--- src/rtl/pc_gen_btb.sv ---
// Fetch-PC generator with a direct-mapped BTB: one aligned fetch address per
// cycle, execute-stage redirects, and taken-branch prediction trained from execute.
module pc_gen_btb #(
  parameter int                ADDR_W      = 32,
  parameter logic [ADDR_W-1:0] RESET_PC    = '0,
  parameter int                BTB_ENTRIES = 16
) (
  input  logic              clock,
  input  logic              reset,
  input  logic              stall,
  input  logic              br,
  input  logic [ADDR_W-1:0] br_addr,
  input  logic              upd_valid,
  input  logic [ADDR_W-1:0] upd_pc,
  input  logic [ADDR_W-1:0] upd_target,
  input  logic              upd_taken,
  output logic              sending,
  output logic [ADDR_W-1:0] pc_o,
  output logic              pred_taken,
  output logic [ADDR_W-1:0] pred_target
);

  localparam int IDX_W = $clog2(BTB_ENTRIES);
  localparam int TAG_W = ADDR_W - IDX_W - 2;

  function automatic logic [ADDR_W-1:0] align(input logic [ADDR_W-1:0] a);
    return a & ~ADDR_W'(3);
  endfunction

  logic [BTB_ENTRIES-1:0] valid_q;
  logic [TAG_W-1:0]       tag_q [BTB_ENTRIES];
  logic [ADDR_W-1:0]      tgt_q [BTB_ENTRIES];

  logic              sending_q, sending_d;
  logic [ADDR_W-1:0] pc_q, pc_d;
  logic [ADDR_W-1:0] pc_out_q, pc_out_d;
  logic              pred_taken_q, pred_taken_d;
  logic [ADDR_W-1:0] pred_target_q, pred_target_d;

  logic [ADDR_W-1:0] fetch_addr;
  logic [IDX_W-1:0]  lk_idx;
  logic              lk_hit;
  logic [ADDR_W-1:0] lk_next;

  logic [IDX_W-1:0]  upd_idx;
  logic [TAG_W-1:0]  upd_tag;
  logic              unused_upd_lsb;

  assign upd_idx        = upd_pc[IDX_W+1:2];
  assign upd_tag        = upd_pc[ADDR_W-1:IDX_W+2];
  assign unused_upd_lsb = ^upd_pc[1:0];

  // Lookup stage: BTB read uses the contents before this edge's update
  always_comb begin
    fetch_addr = br ? align(br_addr) : pc_q;
    lk_idx     = fetch_addr[IDX_W+1:2];
    lk_hit     = valid_q[lk_idx] && (tag_q[lk_idx] == fetch_addr[ADDR_W-1:IDX_W+2]);
    lk_next    = lk_hit ? tgt_q[lk_idx] : fetch_addr + ADDR_W'(4);
  end

  always_comb begin
    pc_d          = pc_q;
    sending_d     = sending_q;
    pc_out_d      = pc_out_q;
    pred_taken_d  = pred_taken_q;
    pred_target_d = pred_target_q;
    if (br || !stall) begin
      pc_d          = lk_next;
      sending_d     = 1'b1;
      pc_out_d      = fetch_addr;
      pred_taken_d  = lk_hit;
      pred_target_d = lk_hit ? tgt_q[lk_idx] : '0;
    end
  end

  // Fetch output stage
  always_ff @(posedge clock) begin
    if (reset) begin
      pc_q          <= RESET_PC;
      sending_q     <= 1'b0;
      pc_out_q      <= '0;
      pred_taken_q  <= 1'b0;
      pred_target_q <= '0;
    end else begin
      pc_q          <= pc_d;
      sending_q     <= sending_d;
      pc_out_q      <= pc_out_d;
      pred_taken_q  <= pred_taken_d;
      pred_target_q <= pred_target_d;
    end
  end

  // BTB training: taken installs/replaces, not-taken invalidates only its own tag
  always_ff @(posedge clock) begin
    if (reset) begin
      valid_q <= '0;
    end else if (upd_valid) begin
      if (upd_taken)
        valid_q[upd_idx] <= 1'b1;
      else if (tag_q[upd_idx] == upd_tag)
        valid_q[upd_idx] <= 1'b0;
    end
  end

  always_ff @(posedge clock) begin
    if (!reset && upd_valid && upd_taken) begin
      tag_q[upd_idx] <= upd_tag;
      tgt_q[upd_idx] <= align(upd_target);
    end
  end

  assign sending     = sending_q;
  assign pc_o        = pc_out_q;
  assign pred_taken  = pred_taken_q;
  assign pred_target = pred_target_q;

endmodule

--- config.mk ---
export PLATFORM = sky130hd
export DESIGN_NAME = pc_gen_btb
export DESIGN_NICKNAME = d
export VERILOG_FILES = /design/src/rtl/pc_gen_btb.sv
export SDC_FILE = /design/constraint.sdc
export NUM_CORES = 1
export LEC_CHECK = 0
export ABC_AREA = 0
export CAP_MARGIN = 20
export CORE_MARGIN = 4
export CORE_UTILIZATION = 45
export CTS_BUF_LIST = sky130_fd_sc_hd__clkbuf_4
export DETAILED_ROUTE_END_ITERATION = 8
export GPL_ROUTABILITY_DRIVEN = 0
export PLACE_DENSITY_LB_ADDON = 0.3
export SLEW_MARGIN = 20
export SYNTH_ARGS = -nofsm -noshare
export SYNTH_HDL_FRONTEND = slang
export SYNTH_SLANG_ARGS = --single-unit
export TNS_END_PERCENT = 50
--- constraint.sdc ---
create_clock -name clock -period 4.85 [get_ports clock]
set_clock_uncertainty 0.15 [all_clocks]
set_input_delay 0.485 -clock clock [delete_from_list [all_inputs] [get_ports clock]]
set_output_delay 0.485 -clock clock [all_outputs]
set_load 0.05 [all_outputs]
==> results of run 1 <==
[worst min path at each step]
stage,startpoint,end,slack [ns],cells after the start
finish,upd_target[14],tgt_q[3][12],0.09,1
detailed placement,pred_target[10],pred_target[10],0.29,2
global placement,pred_target[5],pred_target[5],0.29,2
floorplan,flop,flop,0.29,1
global route,upd_target[25],tgt_q[8][23],0.04,1
CTS,upd_target[26],tgt_q[9][24],0.0006,1
[through the flow]
step                      std cells  worst slack (ns)
after CTS                      5270           0.06613
after detailed placement       4771           -0.1261
after global routing           5279          0.003487
final                          5288           0.09493
after global placement         4771          -0.09886
after floorplan                3331            0.1135
[routing by layer]
metal  global-route usage  up-vias  share of wire
li1                     -    14200              -
met1               0.3794    16670           0.38
met2               0.4109     2481           0.44
met3              0.08769      470           0.13
met4               0.1304        2          0.046
met5                    0        -       0.000066
[power breakdown]
group          switching, W  internal, W  total (W)
registers         0.0000552      0.00954    0.00959
logic               0.00167     0.000947    0.00261
clock network       0.00346      0.00396    0.00742
[timing repair]
action	CTS	global route
setup endpoints to repair	0	29
endpoints found under the hold margin	254	0
resized for setup	0	5
buffers inserted	0	0
hold buffers	21	0
[flip-flops by register name, summed over array words and instances, names as in the netlist, named ones only]
name,cells
pc_o,32
pc_q,32
tgt_q,480
tag_q,416
pred_target,30
pred_taken,1
sending,1
[cells by family (layout without fill, tap and decap cells)]
| kind of cell | after synthesis | after routing | share of synthesized area |
|---|---|---|---|
| AO/OA/AOI/OAI | 763 | 763 | 0.1140 |
| XOR/XNOR | 36 | 36 | 0.006965 |
| adder cells (fa/ha/maj) | 1 | 1 | 0.0002763 |
| buffers and inverters | 272 | 913 | 0.02648 |
| flip-flops | 1008 | 1008 | 0.6439 |
| multiplexers | 294 | 294 | 0.1130 |
| other | 1 | 20 | 0.00008283 |
| AND/OR/NAND/NOR | 955 | 955 | 0.09535 |
[area by class of cell]
cell class / count / area share
Antenna cell: 18 / 0.0008412
Inverter: 15 / 0.001332
Timing Repair Buffer: 420 / 0.07694
Clock inverter: 69 / 0.006075
Tap cell: 1298 / 0.03033
Multi-Input combinational cell: 2051 / 0.2828
Clock buffer: 409 / 0.05734
Sequential cell: 1008 / 0.5444
[worst max-delay path: stages, from the launching register on]
cell and delay [ns]:
dfxtp_2 0.42, mux2i_4 0.30, buf_12 0.33, buf_6 0.34, nand2_1 0.09, a211oi_1 0.24, o22ai_1 0.20, or3_1 0.36
a22oi_2 0.31, buf_4 0.17, nand4_1 0.25, or4_2 0.83, buf_12 0.23, nor3b_1 0.25, o31a_1 0.18
[cells in the final DEF, fill, tap and decap left out, types with 110 or more instances in the layout]
cell,count
clkbuf_4,409
a21oi_1,149
dfxtp_1,110
o21ai_0,134
nand3_1,112
mux4_2,171
clkdlybuf4s50_1,153
buf_4,199
edfxtp_1,896
nand2_1,519
==> impl_metrics.prom, run 1 <==
# TYPE chip_impl_metric gauge
chip_impl_metric{name="total_chip_power",unit="W"} 0.01963
chip_impl_metric{name="synth_area_per_cell",unit="sq um"} 13.59
chip_impl_metric{name="route.antenna.remaining_nets",unit=""} 0
chip_impl_metric{name="first_global_vias",unit=""} 32770
chip_impl_info{name="setup_repair_after_global_routing_missed_its_margin",value="no"} 1
chip_impl_info{name="crit_type",value="flop to flop"} 1
chip_impl_metric{name="timing.setup.tns",unit="ns"} 0
chip_impl_info{name="critPathCaptureType",value="flop"} 1
chip_impl_metric{name="synth_edf_count",unit=""} 896
chip_impl_metric{name="final.fill_count",unit=""} 8266
chip_impl_metric{name="reg2reg_slack",unit="ns"} 0.09
chip_impl_metric{name="ys_ff_latch",unit=""} 1008
chip_impl_metric{name="final-max-slew-violation-count",unit=""} 0
chip_impl_metric{name="static-leakage-power",unit="nW"} 18.24
chip_impl_metric{name="synthesis_warning_total",unit=""} 0
chip_impl_metric{name="setup_viol_count_final",unit=""} 0
chip_impl_info{name="clock_tree_from_tritoncts",value="yes"} 1
chip_impl_metric{name="post_route_cells_drive_above_1_share",unit=""} 0.2289
chip_impl_metric{name="row_count",unit=""} 116
chip_impl_metric{name="die_area",unit="sq um"} 105700
chip_impl_info{name="netlist_top_cells_count",value="896 x edfxtp_1, 520 x nand2_1, 171 x mux4_2, 150 x a21oi_1, 138 x clkbuf_1"} 1
chip_impl_info{name="synth_most_common_cell",value="edfxtp_1"} 1
chip_impl_metric{name="post-dp-hpwl",unit="mm"} 92.31
chip_impl_metric{name="synth_cell_types",unit=""} 85
chip_impl_metric{name="inserted_clock_buffers",unit=""} 282
chip_impl_info{name="r2r_start",value="pc_q[2]"} 1
chip_impl_info{name="timing.critical_path.from",value="pc_q[2]"} 1
chip_impl_metric{name="synthCells",unit=""} 3330
chip_impl_info{name="synth.top_cells.by_area",value="edfxtp_1 59%, mux4_2 8.5%, dfxtp_1 5.0%"} 1
chip_impl_metric{name="top_area_cell_type_share_of_the_netlist_area",unit=""} 0.5943
chip_impl_metric{name="grt_overflow",unit=""} 0
chip_impl_metric{name="final.hold.worst_slack",unit="ns"} 0.08711
chip_impl_metric{name="timing_worst_slew_pin_value",unit="ns"} 1.087
chip_impl_metric{name="drcViolationCount",unit=""} 0
chip_impl_metric{name="netlist_area",unit="sq um"} 45270
chip_impl_metric{name="die_w",unit="um"} 325.2
chip_impl_metric{name="period_minus_slack",unit="ns"} 4.755
chip_impl_metric{name="finish.instance_area",unit="sq um"} 53550
chip_impl_metric{name="worst_r2r_path_depth",unit=""} 14
chip_impl_info{name="critPathLaunchType",value="flop"} 1
chip_impl_metric{name="initial_drt_markers",unit=""} 5039
chip_impl_metric{name="final_util",unit=""} 0.5355
chip_impl_metric{name="hold_violations",unit=""} 0
chip_impl_metric{name="numPortBuffers",unit=""} 159
chip_impl_metric{name="detail_route.first_pass.iterations",unit=""} 6
chip_impl_info{name="yosys_most_used_dff",value="edfxtp_1"} 1
chip_impl_metric{name="clkSinkCount",unit=""} 1008
chip_impl_metric{name="pin_count",unit=""} 168
chip_impl_metric{name="grt_max_degree",unit=""} 93
chip_impl_info{name="synthDominantAreaCellType",value="edfxtp_1"} 1
chip_impl_metric{name="floorplan.die.height",unit="um"} 325.2
chip_impl_metric{name="async_flop_share",unit=""} 0
chip_impl_metric{name="clock_path_buffers",unit=""} 4
chip_impl_metric{name="worst_slew_margin_rel",unit=""} 0.2738
chip_impl_metric{name="via_per_inst",unit=""} 6.396
chip_impl_metric{name="wire_per_inst",unit="um"} 28.59
chip_impl_metric{name="globalRouteTotalUtil",unit=""} 0.2791
chip_impl_metric{name="max-cap-violations",unit=""} 0
chip_impl_info{name="hold_path.class",value="input port to flop"} 1
chip_impl_metric{name="timing.critical_path.required",unit="ns"} 5.77
chip_impl_metric{name="regArea",unit="sq um"} 29150
chip_impl_metric{name="seq_area_frac_synth",unit=""} 0.6439
chip_impl_metric{name="h_tree_level_count",unit=""} 5
chip_impl_metric{name="core_area",unit="sq um"} 100000
chip_impl_metric{name="grt_antenna_before_repair",unit=""} 8
chip_impl_info{name="rr_endpoint",value="pc_q[3]"} 1
chip_impl_metric{name="peakVddDrop",unit="V"} 0.0002359
chip_impl_metric{name="num-nets-final",unit=""} 3881
chip_impl_metric{name="multi_input_area",unit="sq um"} 15140
chip_impl_metric{name="timing.critical_path.fanout_max",unit=""} 45
chip_impl_metric{name="worst_ep_arrival_time",unit="ns"} 5.68
chip_impl_info{name="clock-root-buffer",value="clkbuf_4"} 1
chip_impl_metric{name="achievable_clock_frequency",unit="GHz"} 0.2103
chip_impl_info{name="worst_setup_path_endpoint",value="pc_q[3]"} 1
chip_impl_metric{name="flow.area_growth_from_synthesis",unit="%"} 18.29
chip_impl_metric{name="clk_pin_slew",unit="ns"} 0.08
chip_impl_metric{name="grt_first_pass_wirelength",unit="mm"} 218.0
chip_impl_metric{name="final_worst_path_period_share",unit=""} 0.9804
chip_impl_info{name="status",value="finished clean"} 1
chip_impl_metric{name="clk_latency",unit="ns"} 1.21
chip_impl_metric{name="wirelength",unit="mm"} 151.2
chip_impl_metric{name="floorplan.initialDensity",unit=""} 0.4527
chip_impl_metric{name="placedInstanceArea",unit="sq um"} 49880
chip_impl_metric{name="p_per_area",unit="nW/um^2"} 366.5
chip_impl_metric{name="routed-via-count",unit=""} 33820
Note: power is estimated with default switching activity, not from simulation.
==> inputs of run 2 (changes only) <==
--- a/config.mk
+++ b/config.mk
@@ -10,10 +10,10 @@
 export CORE_MARGIN = 4
 export CORE_UTILIZATION = 45
 export CTS_BUF_LIST = sky130_fd_sc_hd__clkbuf_4
+export CTS_CLUSTER_DIAMETER = 200
 export DETAILED_ROUTE_END_ITERATION = 8
 export GPL_ROUTABILITY_DRIVEN = 0
 export PLACE_DENSITY_LB_ADDON = 0.3
-export SLEW_MARGIN = 20
 export SYNTH_ARGS = -nofsm -noshare
 export SYNTH_HDL_FRONTEND = slang
 export SYNTH_SLANG_ARGS = --single-unit
==> impl_metrics.prom, run 2 (same netlist as run 1, synthesis figures left out) <==
# TYPE chip_impl_metric gauge
chip_impl_metric{name="number_of_cells_in_the_finished_layout_apart_from_fillers",unit=""} 5289
chip_impl_metric{name="timing.critical_path.fanout_max",unit=""} 45
chip_impl_metric{name="num-nets-final",unit=""} 3883
chip_impl_metric{name="drcViolationCount",unit=""} 0
chip_impl_info{name="mostFrequentLayoutCells",value="896 x edfxtp_1, 519 x nand2_1, 409 x clkbuf_4"} 1
chip_impl_metric{name="floorplan.die.height",unit="um"} 325.2
chip_impl_metric{name="final-max-slew-violation-count",unit=""} 0
chip_impl_metric{name="clock_path_buffers",unit=""} 4
chip_impl_metric{name="post-place-cells",unit=""} 4771
chip_impl_metric{name="reg2reg_slack",unit="ns"} 0.14
chip_impl_metric{name="floorplan.initialDensity",unit=""} 0.4527
chip_impl_metric{name="core_area",unit="sq um"} 100000
chip_impl_metric{name="setup_viol_count_final",unit=""} 0
chip_impl_metric{name="grt_overflow",unit=""} 0
chip_impl_metric{name="clkSinkCount",unit=""} 1008
chip_impl_metric{name="post-place-ws",unit="ns"} -0.1261
chip_impl_metric{name="swShare",unit=""} 0.2637
chip_impl_metric{name="power.clock.fraction",unit=""} 0.378
chip_impl_metric{name="regArea",unit="sq um"} 29150
chip_impl_metric{name="die_w",unit="um"} 325.2
chip_impl_metric{name="row_count",unit=""} 116
chip_impl_metric{name="p_per_area",unit="nW/um^2"} 366.3
chip_impl_metric{name="flow.area_growth_from_synthesis",unit="%"} 18.29
chip_impl_info{name="crit_type",value="flop to flop"} 1
chip_impl_metric{name="achievable_clock_frequency",unit="GHz"} 0.2124
chip_impl_metric{name="clk_latency",unit="ns"} 1.20
chip_impl_metric{name="post_route_cells_drive_above_1_share",unit=""} 0.2290
chip_impl_metric{name="gr-usage-met2",unit=""} 0.4109
chip_impl_metric{name="crit_buf_inv",unit=""} 4
chip_impl_metric{name="timing.critical_path.required",unit="ns"} 5.78
chip_impl_metric{name="inserted_clock_buffers",unit=""} 282
chip_impl_metric{name="via_per_inst",unit=""} 6.385
chip_impl_metric{name="die_area",unit="sq um"} 105700
chip_impl_metric{name="grt_antenna_before_repair",unit=""} 8
chip_impl_metric{name="peakVddDrop",unit="V"} 0.0002365
chip_impl_metric{name="clk_pin_slew",unit="ns"} 0.08
chip_impl_metric{name="cp_slowest_stage_delay",unit="ns"} 0.82
chip_impl_metric{name="grt_first_pass_wirelength",unit="mm"} 218.0
chip_impl_metric{name="numPortBuffers",unit=""} 159
chip_impl_metric{name="first_global_vias",unit=""} 32770
chip_impl_info{name="clock-root-buffer",value="clkbuf_4"} 1
chip_impl_info{name="timing.critical_path.from",value="pc_q[2]"} 1
chip_impl_metric{name="multi_input_area",unit="sq um"} 15130
chip_impl_metric{name="wirelength",unit="mm"} 150.9
chip_impl_info{name="cpMaxStageDelayCell",value="or4_2"} 1
chip_impl_metric{name="globalRouteTotalUtil",unit=""} 0.2791
chip_impl_info{name="grt-busiest-layer",value="met2"} 1
chip_impl_info{name="critPathLaunchType",value="flop"} 1
chip_impl_metric{name="routed-via-count",unit=""} 33770
chip_impl_info{name="largest_registers",value="tgt_q (480), tag_q (416)"} 1
chip_impl_metric{name="internal_power",unit="W"} 0.01444
chip_impl_metric{name="initial_drt_markers",unit=""} 5054
chip_impl_metric{name="pin_count",unit=""} 168
chip_impl_metric{name="power_share_of_the_sequential_group",unit=""} 0.489
chip_impl_metric{name="power.net_switching",unit="W"} 0.005174
chip_impl_metric{name="worst_slew_margin_rel",unit=""} 0.3544
chip_impl_metric{name="post-dp-hpwl",unit="mm"} 92.31
chip_impl_info{name="path_cells",value="mux2i_4 -> buf_12 -> buf_6 -> nand2_1 -> a211oi_1 -> o22ai_1 -> or3_1 -> a22oi_2 -> buf_4 -> nand4_1 -> or4_2 -> buf_12 -> nor3b_1 -> o31a_1"} 1
chip_impl_info{name="cpLargestDelayFamily",value="simple AND/OR/NAND/NOR gates"} 1
chip_impl_metric{name="postCtsSetupBuffers",unit=""} 0
chip_impl_metric{name="setup_ws",unit="ns"} 0.1425
chip_impl_metric{name="largest_register_ff_count",unit=""} 480
chip_impl_info{name="status",value="finished clean"} 1
chip_impl_metric{name="final_worst_path_period_share",unit=""} 0.9706
chip_impl_info{name="r2r_start",value="pc_q[2]"} 1
chip_impl_metric{name="globalRouteMet3Util",unit=""} 0.08769
chip_impl_info{name="critPathCaptureType",value="flop"} 1
chip_impl_metric{name="timing_worst_slew_pin_value",unit="ns"} 0.9597
chip_impl_info{name="setup_repair_after_global_routing_missed_its_margin",value="no"} 1
chip_impl_info{name="max_flop_register",value="tgt_q"} 1
chip_impl_metric{name="grt_max_degree",unit=""} 93
chip_impl_info{name="worst_path_most_repeated_cell",value="buf_12"} 1
chip_impl_metric{name="h_tree_level_count",unit=""} 5
chip_impl_info{name="worst_hold_startpoint",value="upd_target[14]"} 1
chip_impl_metric{name="share_comb_of_total_power",unit=""} 0.133
chip_impl_metric{name="final.fill_count",unit=""} 8268
chip_impl_metric{name="max-cap-violations",unit=""} 0
chip_impl_metric{name="wire_per_inst",unit="um"} 28.53
chip_impl_info{name="hold_path.class",value="input port to flop"} 1
chip_impl_info{name="clock_tree_from_tritoncts",value="yes"} 1
chip_impl_metric{name="static-leakage-power",unit="nW"} 18.25
chip_impl_metric{name="detail_route.first_pass.iterations",unit=""} 5
chip_impl_metric{name="worst_ep_arrival_time",unit="ns"} 5.64
chip_impl_metric{name="route.antenna.remaining_nets",unit=""} 0
chip_impl_metric{name="hold_violations",unit=""} 0
chip_impl_metric{name="met1_track_usage_gr",unit=""} 0.3794
chip_impl_info{name="layout.cells.most_common",value="edfxtp_1"} 1
chip_impl_metric{name="period_minus_slack",unit="ns"} 4.708
## run 2: changes by cell type in the layout (fill, tap and decap cells not counted), sizes merged
cell	delta
clkbuf	+1
buf	+1
diode	-1
## run 2: power groups by stage
stage          logic [W]  clock network [W]  registers (W)
2_1_floorplan    0.00135                  0        0.00983
3_3_place_gp     0.00250                  0        0.00977
3_5_place_dp     0.00252                  0        0.00977
4_1_cts          0.00255            0.00755        0.00959
5_1_grt          0.00273            0.00807        0.00959
6_report         0.00261            0.00741        0.00959
## run 2: path summary, 6_finish.rpt
path | cells past startpoint | to
min | 1 | tgt_q[3][12]
max | 14 | pc_q[3]
max reg2reg | 14 | pc_q[3]
min reg2reg | 2 | pred_target[20]
## run 2: metrics by stage
step / power [W] / setup TNS, ns / hold slack (ns) / area (sq um) / util
final: 0.01962 / 0 / 0.08925 / 53550 / 0.5355
after global routing: 0.02039 / 0 / 0.04065 / 53530 / 0.5353
after CTS: 0.01969 / 0 / 0.0006469 / 53480 / 0.5348
after detailed placement: 0.01229 / -1.294 / 0.2936 / 49880 / 0.4988
after global placement: 0.01227 / -1.673 / 0.2890 / 49880 / 0.4988
after floorplan: 0.01118 / 0 / 0.2941 / 45280 / -
## run 2: what timing repair did
item	in CTS	in global routing
endpoints found under the setup margin	0	29
hold buffers	21	0
hold endpoints to repair	254	0
resized for setup	0	5
## run 2: cell type report
| class | instances | area share |
|---|---|---|
| flip-flops and latches | 1008 | 0.5444 |
| repair buffers | 422 | 0.07713 |
| well taps | 1298 | 0.03033 |
| diodes | 17 | 0.0007944 |
| clock buffers | 409 | 0.05734 |
| clock inverters | 69 | 0.006075 |
| inverters | 15 | 0.001332 |
| multi-input cells | 2051 | 0.2826 |
## run 2: routing by layer
metal | share of wire | wire (um) | vias up
li1 | - | - | 14180
met1 | 0.38 | 57020 | 16610
met2 | 0.44 | 66570 | 2516
met3 | 0.14 | 20410 | 466
met4 | 0.045 | 6862 | 2
met5 | 0.000066 | 10 | -
